**config.mk**
```make
export PLATFORM = sky130hd
export DESIGN_NAME = program_memory_arbiter
export DESIGN_NICKNAME = d
export VERILOG_FILES = /design/src/rtl/program_memory_arbiter_pkg.sv /design/src/rtl/program_memory_arbiter_starvation_counter.sv /design/src/rtl/program_memory_arbiter.sv
export SDC_FILE = /design/constraint.sdc
export NUM_CORES = 1
export LEC_CHECK = 0
export ABC_AREA = 1
export BUFFER_PORTS_ARGS = -buffer_cell sky130_fd_sc_hd__buf_2
export CAP_MARGIN = 5
export CORE_MARGIN = 8
export CORE_UTILIZATION = 34
export DETAILED_ROUTE_END_ITERATION = 8
export GPL_TIMING_DRIVEN = 0
export PLACE_DENSITY = 0.8
export SYNTH_ARGS = -nofsm -noshare
export SYNTH_HDL_FRONTEND = slang
export SYNTH_SLANG_ARGS = --single-unit
```
**constraint.sdc**
```tcl
create_clock -name clk -period 1.8 [get_ports clk]
set_input_delay 0.27 -clock clk [delete_from_list [all_inputs] [get_ports clk]]
set_output_delay 0.27 -clock clk [all_outputs]
set_load 0.05 [all_outputs]
```
**src/rtl/program_memory_arbiter_pkg.sv**
```systemverilog
// Shared definitions for the program memory arbiter: FSM state encoding,
// the NOP instruction returned for rejected fetches and the address-width helper.
package program_memory_arbiter_pkg;

    typedef enum logic [0:0] {
        ST_BOOT = 1'b0,
        ST_RUN  = 1'b1
    } pm_state_e;

    localparam logic [31:0] NOP_INSTR = 32'h0000_0013;

    // Number of word-index bits needed to address 'depth' words (at least 1).
    function automatic int unsigned pm_addr_width(input int unsigned depth);
        int unsigned width;
        width = 32'd1;
        while ((32'd1 << width) < depth) begin
            width = width + 32'd1;
        end
        return width;
    endfunction

endpackage

```
**src/rtl/program_memory_arbiter_starvation_counter.sv**
```systemverilog
// pm_starvation_counter: counts consecutive fetch grants taken while the loader
// is waiting, and flags when the loader must be given the port.
module pm_starvation_counter
    import program_memory_arbiter_pkg::*;
#(
    parameter int MAX_FETCH_BURST = 4
) (
    input  logic clk,
    input  logic reset,
    input  logic load_req_i,
    input  logic fetch_gnt_i,
    input  logic load_gnt_i,
    output logic limit_o
);

    localparam int CNT_W = $clog2(MAX_FETCH_BURST + 1);
    localparam logic [CNT_W-1:0] CNT_MAX = CNT_W'(MAX_FETCH_BURST);

    logic [CNT_W-1:0] count_q;
    logic [CNT_W-1:0] count_d;

    // Next count: clear when the loader is idle or served, else count fetches that bypassed it.
    always_comb begin
        count_d = count_q;
        if (!load_req_i || load_gnt_i) begin
            count_d = {CNT_W{1'b0}};
        end else if (fetch_gnt_i && (count_q != CNT_MAX)) begin
            count_d = count_q + CNT_W'(1);
        end else begin
            count_d = count_q;
        end
    end

    // Count register.
    always_ff @(posedge clk or posedge reset) begin
        if (reset) begin
            count_q <= {CNT_W{1'b0}};
        end else begin
            count_q <= count_d;
        end
    end

    assign limit_o = (count_q == CNT_MAX);

endmodule

```
**src/rtl/program_memory_arbiter.sv**
```systemverilog
// program_memory_arbiter: shares the single port of a synchronous-read program
// RAM between instruction fetch and a boot/debug loader.
// Optional feature macro: ADDR_CHECK_EN (out-of-range fetches return a NOP with
// fetch_err_o, out-of-range loads are dropped). Without it, addresses wrap.
module program_memory_arbiter
    import program_memory_arbiter_pkg::*;
#(
    parameter int MEMORY_DEPTH    = 32,
    parameter int DATA_WIDTH      = 32,
    parameter int MAX_FETCH_BURST = 4,
    localparam int ADDR_W         = pm_addr_width(MEMORY_DEPTH)
) (
    input  logic                  clk,
    input  logic                  reset,
    input  logic                  boot_mode_i,
    input  logic                  fetch_req_i,
    input  logic [DATA_WIDTH-1:0] fetch_addr_i,
    output logic                  fetch_gnt_o,
    output logic                  fetch_valid_o,
    output logic [DATA_WIDTH-1:0] fetch_data_o,
    output logic                  fetch_err_o,
    input  logic                  load_req_i,
    input  logic [DATA_WIDTH-1:0] load_addr_i,
    input  logic [DATA_WIDTH-1:0] load_data_i,
    output logic                  load_gnt_o,
    output logic                  core_stall_o,
    output logic [ADDR_W-1:0]     mem_addr_o,
    output logic                  mem_we_o,
    output logic [DATA_WIDTH-1:0] mem_wdata_o,
    input  logic [DATA_WIDTH-1:0] mem_rdata_i
);

    pm_state_e             state_q;
    pm_state_e             state_d;
    logic                  rd_pend_q;
    logic                  rd_err_q;
    logic [DATA_WIDTH-1:0] data_hold_q;

    logic                  fetch_gnt_s;
    logic                  load_gnt_s;
    logic                  limit_s;
    logic                  fetch_oor_s;
    logic                  load_oor_s;
    logic [DATA_WIDTH-1:0] data_out_s;
    logic [ADDR_W-1:0]     fetch_idx_s;
    logic [ADDR_W-1:0]     load_idx_s;
    logic                  unused_addr_bits_s;

    assign fetch_idx_s = fetch_addr_i[ADDR_W+1:2];
    assign load_idx_s  = load_addr_i[ADDR_W+1:2];

`ifdef ADDR_CHECK_EN
    assign fetch_oor_s = |fetch_addr_i[DATA_WIDTH-1:ADDR_W+2];
    assign load_oor_s  = |load_addr_i[DATA_WIDTH-1:ADDR_W+2];
`else
    assign fetch_oor_s = 1'b0;
    assign load_oor_s  = 1'b0;
`endif

    // Byte-offset bits (and, without range checking, the high bits) never affect the port.
    assign unused_addr_bits_s = ^{fetch_addr_i[1:0], load_addr_i[1:0],
                                  fetch_addr_i[DATA_WIDTH-1:ADDR_W+2],
                                  load_addr_i[DATA_WIDTH-1:ADDR_W+2]};

    pm_starvation_counter #(
        .MAX_FETCH_BURST(MAX_FETCH_BURST)
    ) u_starve (
        .clk        (clk),
        .reset      (reset),
        .load_req_i (load_req_i),
        .fetch_gnt_i(fetch_gnt_s),
        .load_gnt_i (load_gnt_s),
        .limit_o    (limit_s)
    );

    // Next state and single-winner grant decision.
    always_comb begin
        state_d     = boot_mode_i ? ST_BOOT : ST_RUN;
        fetch_gnt_s = 1'b0;
        load_gnt_s  = 1'b0;
        case (state_q)
            ST_BOOT: begin
                load_gnt_s = load_req_i;
            end
            ST_RUN: begin
                if (fetch_req_i && load_req_i) begin
                    if (limit_s) begin
                        load_gnt_s = 1'b1;
                    end else begin
                        fetch_gnt_s = 1'b1;
                    end
                end else if (fetch_req_i) begin
                    fetch_gnt_s = 1'b1;
                end else if (load_req_i) begin
                    load_gnt_s = 1'b1;
                end else begin
                    fetch_gnt_s = 1'b0;
                    load_gnt_s  = 1'b0;
                end
            end
            default: begin
                state_d     = ST_BOOT;
                fetch_gnt_s = 1'b0;
                load_gnt_s  = 1'b0;
            end
        endcase
    end

    // Returned word: RAM data (or NOP if rejected) in the cycle after a grant, else the held word.
    always_comb begin
        if (rd_pend_q) begin
            if (rd_err_q) begin
                data_out_s = DATA_WIDTH'(NOP_INSTR);
            end else begin
                data_out_s = mem_rdata_i;
            end
        end else begin
            data_out_s = data_hold_q;
        end
    end

    // State, read-pending tracking and held fetch data.
    always_ff @(posedge clk or posedge reset) begin
        if (reset) begin
            state_q     <= ST_BOOT;
            rd_pend_q   <= 1'b0;
            rd_err_q    <= 1'b0;
            data_hold_q <= {DATA_WIDTH{1'b0}};
        end else begin
            state_q     <= state_d;
            rd_pend_q   <= fetch_gnt_s;
            rd_err_q    <= fetch_gnt_s & fetch_oor_s;
            data_hold_q <= data_out_s;
        end
    end

    assign fetch_gnt_o   = fetch_gnt_s;
    assign load_gnt_o    = load_gnt_s;
    assign core_stall_o  = (state_q == ST_BOOT);
    assign fetch_valid_o = rd_pend_q;
    assign fetch_data_o  = data_out_s;
    assign fetch_err_o   = rd_pend_q & rd_err_q;
    assign mem_addr_o    = load_gnt_s ? load_idx_s : fetch_idx_s;
    assign mem_we_o      = load_gnt_s & ~load_oor_s;
    assign mem_wdata_o   = load_data_i;

endmodule

```
# Word level (Yosys, flattened, before mapping)
# Cells that the tools add are included.
dict set report word_totals {
  register_bits 37
  input_bits 133
  out_inout_bits 75
  elab_cells 27
}
dict set report classes {
  addsub 1
  eq_ne 2
  n_mux 14
  bitwise 1
  n_reduce_logical 5
}
# op count
set op_table {}
lappend op_table {{2-to-1 mux 32 bit} 1}
lappend op_table {{2-to-1 mux 1 bit} 9}
lappend op_table {{2-to-1 mux 3 bit} 2}
lappend op_table {{2-to-1 mux 5 bit} 1}
lappend op_table {{adder 3 x 1 -> 3 bit, second input constant} 1}
lappend op_table {{== test 3 bit, second input constant} 1}
lappend op_table {{inequality test 3 bit, second input constant} 1}
lappend op_table {{logical AND 1 bit} 2}
lappend op_table {{one-hot mux 1 bit (2 select lines)} 1}
lappend op_table {{nonzero test 2 bit} 1}
lappend op_table {{logical NOT 1 bit} 1}
lappend op_table {{logical OR 1 bit} 1}
lappend op_table {{NOT 1 bit} 1}

# Longest topological paths before layout
# Gate-level depths: netlist of run 1.
dict set report logic_depth {
  ltp_word 7
  ltp_mapped 7
  depth_no_buf 7
}

# Hierarchy
# From an unflattened synthesis of run 1, not the netlist that was laid out.
dict set report hier_totals {
  hier_cells 158
  area_unflattened_um2 1953.1
}
# mod n_inst cells_each area_per_inst_um2 seq_area_each_um2
set modules_own_cells {}
lappend modules_own_cells {program_memory_arbiter 1 130 1755.4 850.8}
lappend modules_own_cells {pm_starvation_counter 1 28 197.7 75.1}

# Worst setup path before layout of run 1
# No wires, ideal clock.
dict set report synth_path {
  path_type {reg2out}
  start {register u_starve.count_q[0]}
  end {output port mem_we_o}
  arrival_time_ns 1.466
  t_required_ns 1.530
  slack_ns 0.064
  path_stages_with_launch 8
  n_path_buf 1
  cell_sequence {dfrtp_1 inv_1 ha_1 nand2_1 inv_2 o21ai_2 inv_1 buf_4}
}
dict set report synth_via {
  elab_chain_len 4
}
# item line_no
set synth_rtl {}
lappend synth_rtl {{from (decl)} program_memory_arbiter_starvation_counter.sv:19} ;# logic [CNT_W-1:0] count_q;
lappend synth_rtl {{from (signal assigned)} program_memory_arbiter_starvation_counter.sv:37} ;# count_q <= {CNT_W{1'b0}};
lappend synth_rtl {{from (signal assigned)} program_memory_arbiter_starvation_counter.sv:39} ;# count_q <= count_d;
lappend synth_rtl {{== test 3 bit} program_memory_arbiter_starvation_counter.sv:43} ;# assign limit_o = (count_q == CNT_MAX);
lappend synth_rtl {{2-to-1 mux 1 bit} program_memory_arbiter.sv:87} ;# if (limit_s) begin
lappend synth_rtl {{2-to-1 mux 1 bit} program_memory_arbiter.sv:86} ;# if (fetch_req_i && load_req_i) begin
lappend synth_rtl {{one-hot mux 1 bit (2 select lines)} program_memory_arbiter.sv:81} ;# case (state_q)
lappend synth_rtl {{to (decl)} program_memory_arbiter.sv:28} ;# output logic mem_we_o,
# Every way passes these cells.

# Worst setup path after layout of run 1
dict set report layout_path {
  start {register u_starve.count_q[1]}
  end {output port mem_addr_o[2]}
}
dict set report layout_via {
  elab_chain_len 5
}
# item line_no
set layout_rtl {}
lappend layout_rtl {{== test 3 bit} program_memory_arbiter_starvation_counter.sv:43}
lappend layout_rtl {{2-to-1 mux 1 bit} program_memory_arbiter.sv:87}
lappend layout_rtl {{2-to-1 mux 1 bit} program_memory_arbiter.sv:86}
lappend layout_rtl {{one-hot mux 1 bit (2 select lines)} program_memory_arbiter.sv:81}
lappend layout_rtl {{2-to-1 mux 5 bit} program_memory_arbiter.sv:143} ;# assign mem_addr_o = load_gnt_s ? load_idx_s : fetch_idx_s;
lappend layout_rtl {{to (decl)} program_memory_arbiter.sv:27} ;# output logic [ADDR_W-1:0] mem_addr_o,
# Every way passes these cells.

==> results_dict.tcl, run 1 <==
set metrics [dict create \
    rsz0062_at_grt "true" \
    gr-usage-all-layers 0.130 \
    synth-seq-cells 37 \
    switchingPower_mw 1.11 \
    internal-power_mw 1.68 \
    grt_pass1_vias 1779 \
    yosysWarnings 0 \
    start_util 0.348 \
    drtAntennaViolNets 0 \
    setup_ws_ns -0.0212 \
    power_density_mw_per_mm2 963 \
    cts_hold_buf 0 \
    syn_area_mm2 0.00189 \
    p_sw_frac 0.397 \
    drc 0 \
    cts_tree "yes" \
    cp_data_arrival_time_ns 1.55 \
    relSlewSlack 0.489 \
    ctsHtreeMaxLevel 2 \
    hpwlAfterDp_mm 4.56 \
    sequentialPowerShare 0.348 \
    leakagePower_nw 1.59 \
    tightestPinTransition_ns 0.766 \
    core-area_mm2 0.00544 \
    skew_ns 0.00297 \
    syn-mean-instance-area_um2 13.1 \
    vias 1482 \
    netlist_instances 145 \
    maxCapViolCount 0 \
    start_kind "flop" \
    period_share 1.01 \
    vdd_drop_max_mv 0.467 \
    nNetsFinal 413 \
    finalCoreUtilization 0.534 \
    slew_viol_final 0 \
    yosysUniqueCellTypes 17 \
    grt_max_degree 38 \
    detail_route.iter0.violations 22 \
    worstSkewPairLatency_ns 0.27 \
    power_mw 2.80 \
    place.gp.congestion 0.745 \
    grt_pass1_wl_mm 8.74 \
    crit_type "flop to primary output" \
    fp-row-count 27 \
    hold_violations 0 \
    cts_buffer_depth 2 \
    path_max_fanout 8 \
    place_area_mm2 0.00258 \
    ys_seq_area_frac 0.489 \
    viasPerCell 4.23 \
    reg2regPathDepth 7 \
    final_layout_size_suffix_gt1_frac 0.773 \
    status "finished, violations left" \
    power_frac_clock 0.205 \
    firstDrtPassIters 4 \
    cts.sinks 37 \
    p_comb_frac 0.447 \
    cts.reportedPaths.clkPinSlew_ns 0.07 \
    dieArea_mm2 0.00822 \
    die_h_um 90.6 \
    die-width_um 90.6 \
    max_freq_mhz 549 \
    num_antenna_cells 0 \
    cts-buffers-inserted 5 \
    final.setup.tns_ns -0.0619 \
    violations "negative setup slack" \
    antenna_found_initial 0 \
    port_buffers 120 \
    hp-class "input pin to asynchronous set/reset pin" \
    fin_area_mm2 0.00291 \
    setup_violations 4 \
    cp-end-kind "primary output" \
    finalWirelength_mm 5.63 \
    crit_required_ns 1.53 \
    period_minus_slack_ns 1.82 \
    grt_overflow_total 0 \
    io_pins 208 \
    wl_per_cell_um 16.1 \
    syn2layout_area_growth_pct 53.4 \
    cts_root_buffer "clkbuf_8" \
    synth_fp_nets 280 \
    whs_ns 0.124 \
]
## per-stage QoR
stage / setup slack [ns] / instances
finish: -0.0212 / 350
global route: -0.103 / 350
CTS: -0.0315 / 347
detailed placement: 0.0186 / 337
global placement: 0.0351 / 337
floorplan: 0.0635 / 145
## cells by family (layout without fill, tap and decap cells)
family          Yosys count  count (layout)  share of synthesized area
buf+inv                  48             181                      0.178
flops                    37              37                      0.489
mux                      32              32                      0.250
simple gates             22              22                     0.0548
fa+ha+maj                 2               2                     0.0132
compound gates            2               2                    0.00859
other cells               1               1                    0.00198
xor+xnor                  1               1                    0.00462
## power groups by stage
stage          combinational, mW  sequential, mW  clock (mW)
3_3_place_gp                1.14           0.981           0
3_5_place_dp                1.15           0.989           0
6_report                    1.25           0.973       0.574
4_1_cts                     1.18           0.973       0.607
5_1_grt                     1.30           0.984       0.627
2_1_floorplan              0.918           0.981           0
## routing by layer
layer	global-route usage	share of wire	vias up	routed length (um)
met5	0	0	-	0
met4	0.0250	0.0021	0	12
met3	0.0756	0.12	2	650
met2	0.236	0.53	98	2990
met1	0.125	0.35	691	1980
li1	-	-	691	-
## registers in the layout (all words and copies together) (netlist names)
register,count
data_hold_q,32
u_starve.count_q,3
state_q,1
fetch_valid_o,1
## critical path, cell delays in order, from the launching register on
cell and delay, ns:
dfrtp_1 0.39, inv_1 0.07, ha_2 0.19, nand2_4 0.06
buf_4 0.14, nand2_4 0.09, nand3_2 0.08, nand2_2 0.11
buf_8 0.15
## synthesized netlist by cell type
library cell   n  area [um^2]
dfrtp_1       37          926
buf_4         34          255
mux2_4        30          450
nand2_1       12         45.0
inv_1          8         30.0
nand3_1        5         25.0
buf_6          4         45.0
nor2_1         3         11.3
ha_1           2         25.0
inv_2          2         7.51
mux2_1         2         22.5
conb_1         1         3.75
nand2_4        1         11.3
nor2_4         1         11.3
o21ai_2        1         8.76
o21bai_1       1         7.51
xnor2_1        1         8.76
## timing repair
action / 4_1_cts / 5_1_grt
setup buffers: 4 / 3
pin swaps: 6 / 9
gates resized for setup: 19 / 74
endpoints found under the setup margin: 8 / 38
hold endpoints to repair: 0 / 0
## placed cells by master, fill, tap and decap left out, types with 2 or more instances in the layout
cell      count
buf_2        83
buf_4        68
dfrtp_1      37
mux2_4       30
nand2_1       8
buf_6         6
clkbuf_8      6
inv_2         5
inv_1         5
buf_8         4
nand3_1       4
nand2_2       3
nor2_1        3
buf_12        2
nand2_4       2
mux2_1        2
## layout make-up
type / count / area, um^2
Fill cell: 466 / 2530
Clock inverter: 1 / 7.51
Buffer: 37 / 314
Clock buffer: 6 / 82.6
Sequential cell: 37 / 926
Timing Repair Buffer: 127 / 787
Multi-Input combinational cell: 60 / 661
Tap cell: 72 / 90.1
Inverter: 10 / 37.5
## path summary, 6_finish.rpt
check / startpoint / endpoint / slack [ns]
setup / recovery: u_starve.count_q[1]$_DFFE_PP0P_ / mem_addr_o[2] / -0.02
hold / removal: reset / data_hold_q[29]$_DFF_PP0_ / 0.12
setup reg to reg: u_starve.count_q[1]$_DFFE_PP0P_ / fetch_valid_o$_DFF_PP0_ / 0.52
hold reg to reg: data_hold_q[29]$_DFF_PP0_ / data_hold_q[29]$_DFF_PP0_ / 0.48
max in group asynchronous: reset / u_starve.count_q[2]$_DFFE_PP0P_ / 1.18
min in group clk: boot_mode_i / state_q$_DFF_PP0_ / 0.14
No activity file was read; power rests on OpenSTA's default activity.
==> run 2: changes to the inputs <==
--- a/config.mk
+++ b/config.mk
@@ -7,12 +7,14 @@
 export LEC_CHECK = 0
 export ABC_AREA = 1
 export BUFFER_PORTS_ARGS = -buffer_cell sky130_fd_sc_hd__buf_2
-export CAP_MARGIN = 5
+export CAP_MARGIN = 20
+export CORE_ASPECT_RATIO = 1.2
 export CORE_MARGIN = 8
 export CORE_UTILIZATION = 34
 export DETAILED_ROUTE_END_ITERATION = 8
 export GPL_TIMING_DRIVEN = 0
 export PLACE_DENSITY = 0.8
+export RECOVER_POWER = 50
 export SYNTH_ARGS = -nofsm -noshare
 export SYNTH_HDL_FRONTEND = slang
 export SYNTH_SLANG_ARGS = --single-unit
==> results_dict.tcl, run 2 (same netlist as run 1, synthesis figures left out) <==
set metrics [dict create \
    seqCellArea_um2 926 \
    fillers 483 \
    grt_max_degree 21 \
    cp-startpoint "u_starve.count_q[1]$_DFFE_PP0P_" \
    skew_ns 0.00442 \
    place.gp.congestion 0.699 \
    vdd_drop_max_mv 0.413 \
    fin_area_mm2 0.00291 \
    die_h_um 97.8 \
    relSlewSlack 0.350 \
    antenna_found_initial 0 \
    worstPathCellList "inv_1 -> ha_2 -> nand2_4 -> buf_12 -> nand2_8 -> nand3_2 -> nand2_2 -> buf_8" \
    start_util 0.343 \
    cts.reportedPaths.clkPinSlew_ns 0.08 \
    r2r_start "u_starve.count_q[1]$_DFFE_PP0P_" \
    worstSkewPairLatency_ns 0.28 \
    hpwlAfterDp_mm 4.57 \
    period_minus_slack_ns 1.80 \
    detail_route.iter0.violations 18 \
    gr-usage-all-layers 0.129 \
    die-width_um 84.1 \
    crit_path_top_delay_cell "dfrtp_1" \
    power_density_mw_per_mm2 1010 \
    tightestPinTransition_ns 0.974 \
    multi_input_area_um2 674 \
    status "finished, violations left" \
    crit_type "flop to primary output" \
    whs_ns 0.0791 \
    num_antenna_cells 0 \
    slew_viol_final 0 \
    nNetsFinal 412 \
    grt_pass1_vias 1776 \
    hold_violations 0 \
    place_area_mm2 0.00260 \
    viasPerCell 4.30 \
    maxCapViolCount 0 \
    cts_root_buffer "clkbuf_8" \
    setup_ws_ns -0.00436 \
    io_pins 208 \
    most-common-layout-cells "67 x buf_4, 61 x buf_2, 37 x dfrtp_1" \
    wl_per_cell_um 16.1 \
    start_kind "flop" \
    firstDrtPassIters 3 \
    drtAntennaViolNets 0 \
    cts_hold_buf 0 \
    leakagePower_nw 1.55 \
    setup_violations 1 \
    dieArea_mm2 0.00823 \
    rsz0062_at_grt "true" \
    violations "negative setup slack" \
    biggestRegsByFlops "data_hold_q (32), u_starve.count_q (3)" \
    r2r_slack_ns 0.65 \
    cts_buffer_depth 2 \
    finalWirelength_mm 5.51 \
    max_stage_delay_ns 0.38 \
    largest_reg_flops 32 \
    max_freq_mhz 554 \
    core-area_mm2 0.00552 \
    final_layout_size_suffix_gt1_frac 0.687 \
    cts.sinks 37 \
    hp-class "input pin to asynchronous set/reset pin" \
    cts_tree "yes" \
    cp-end-kind "primary output" \
    cts-buffers-inserted 5 \
    vias 1471 \
    layout_commonest_cell "buf_4" \
    fp-row-count 30 \
    largest-register "data_hold_q" \
    crit_required_ns 1.53 \
    period_share 1.00 \
    port_buffers 120 \
    power_mw 2.92 \
    path_max_fanout 8 \
    grt_overflow_total 0 \
    syn2layout_area_growth_pct 53.5 \
    grt_pass1_wl_mm 8.75 \
    ctsHtreeMaxLevel 2 \
    cp_data_arrival_time_ns 1.53 \
    drc 0 \
]
[run 2: final cells by class]
cell class	count	share of cell area
multi-input combinational	60	0.232
clock inverter	3	0.0159
tap	64	0.0275
sequential	37	0.318
timing repair buffer	125	0.259
clock buffer	5	0.0237
buffer	38	0.110
inverter	10	0.0129
[run 2: stage by stage]
stage                     utilization  cells  TNS [ns]  setup WS, ns
after global routing            0.527    342    -0.565       -0.0937
after detailed placement        0.472    330         0        0.0921
after CTS                       0.512    341   -0.0430       -0.0133
after global placement          0.467    329         0         0.103
after floorplan                     -    145         0        0.0635
final                           0.527    342  -0.00436      -0.00436
[run 2: timing repair]
action | CTS | global route
pin swaps | 5 | 7
endpoints found under the setup margin | 8 | 38
buffers inserted | 3 | 1
endpoints found under the hold margin | 0 | 0
gates resized for setup | 20 | 74
[run 2: where the power goes]
| group | switching [mW] | internal [mW] | leakage, nW | total [mW] |
|---|---|---|---|---|
| Combinational | 0.806 | 0.436 | 1.05 | 1.24 |
| Sequential | 0.0319 | 0.939 | 0.441 | 0.971 |
| Clock | 0.296 | 0.414 | 0.0543 | 0.710 |
[run 2: path summary, 6_finish.rpt]
| kind | endpoint | cells after the start |
|---|---|---|
| hold / removal | data_hold_q[8]$_DFF_PP0_ | 2 |
| setup reg to reg | fetch_valid_o$_DFF_PP0_ | 6 |
| max in group asynchronous | u_starve.count_q[0]$_DFFE_PP0P_ | 3 |
| min in group clk | state_q$_DFF_PP0_ | 2 |
| hold reg to reg | data_hold_q[29]$_DFF_PP0_ | 1 |
| setup / recovery | mem_addr_o[0] | 8 |
[run 2: worst max-delay path, delay by kind of cell, from the launching register on]
kind / cells / cell delay, ns
adders and majority gates: 1 / 0.19
buffers and inverters: 3 / 0.34
and+or+nand+nor: 4 / 0.35
DFF: 1 / 0.38
[run 2: metal layers]
metal  global-route usage  wire, um
met5                    0         0
met4               0.0399        59
met3               0.0566       531
met2                0.215      2770
met1                0.144      2150
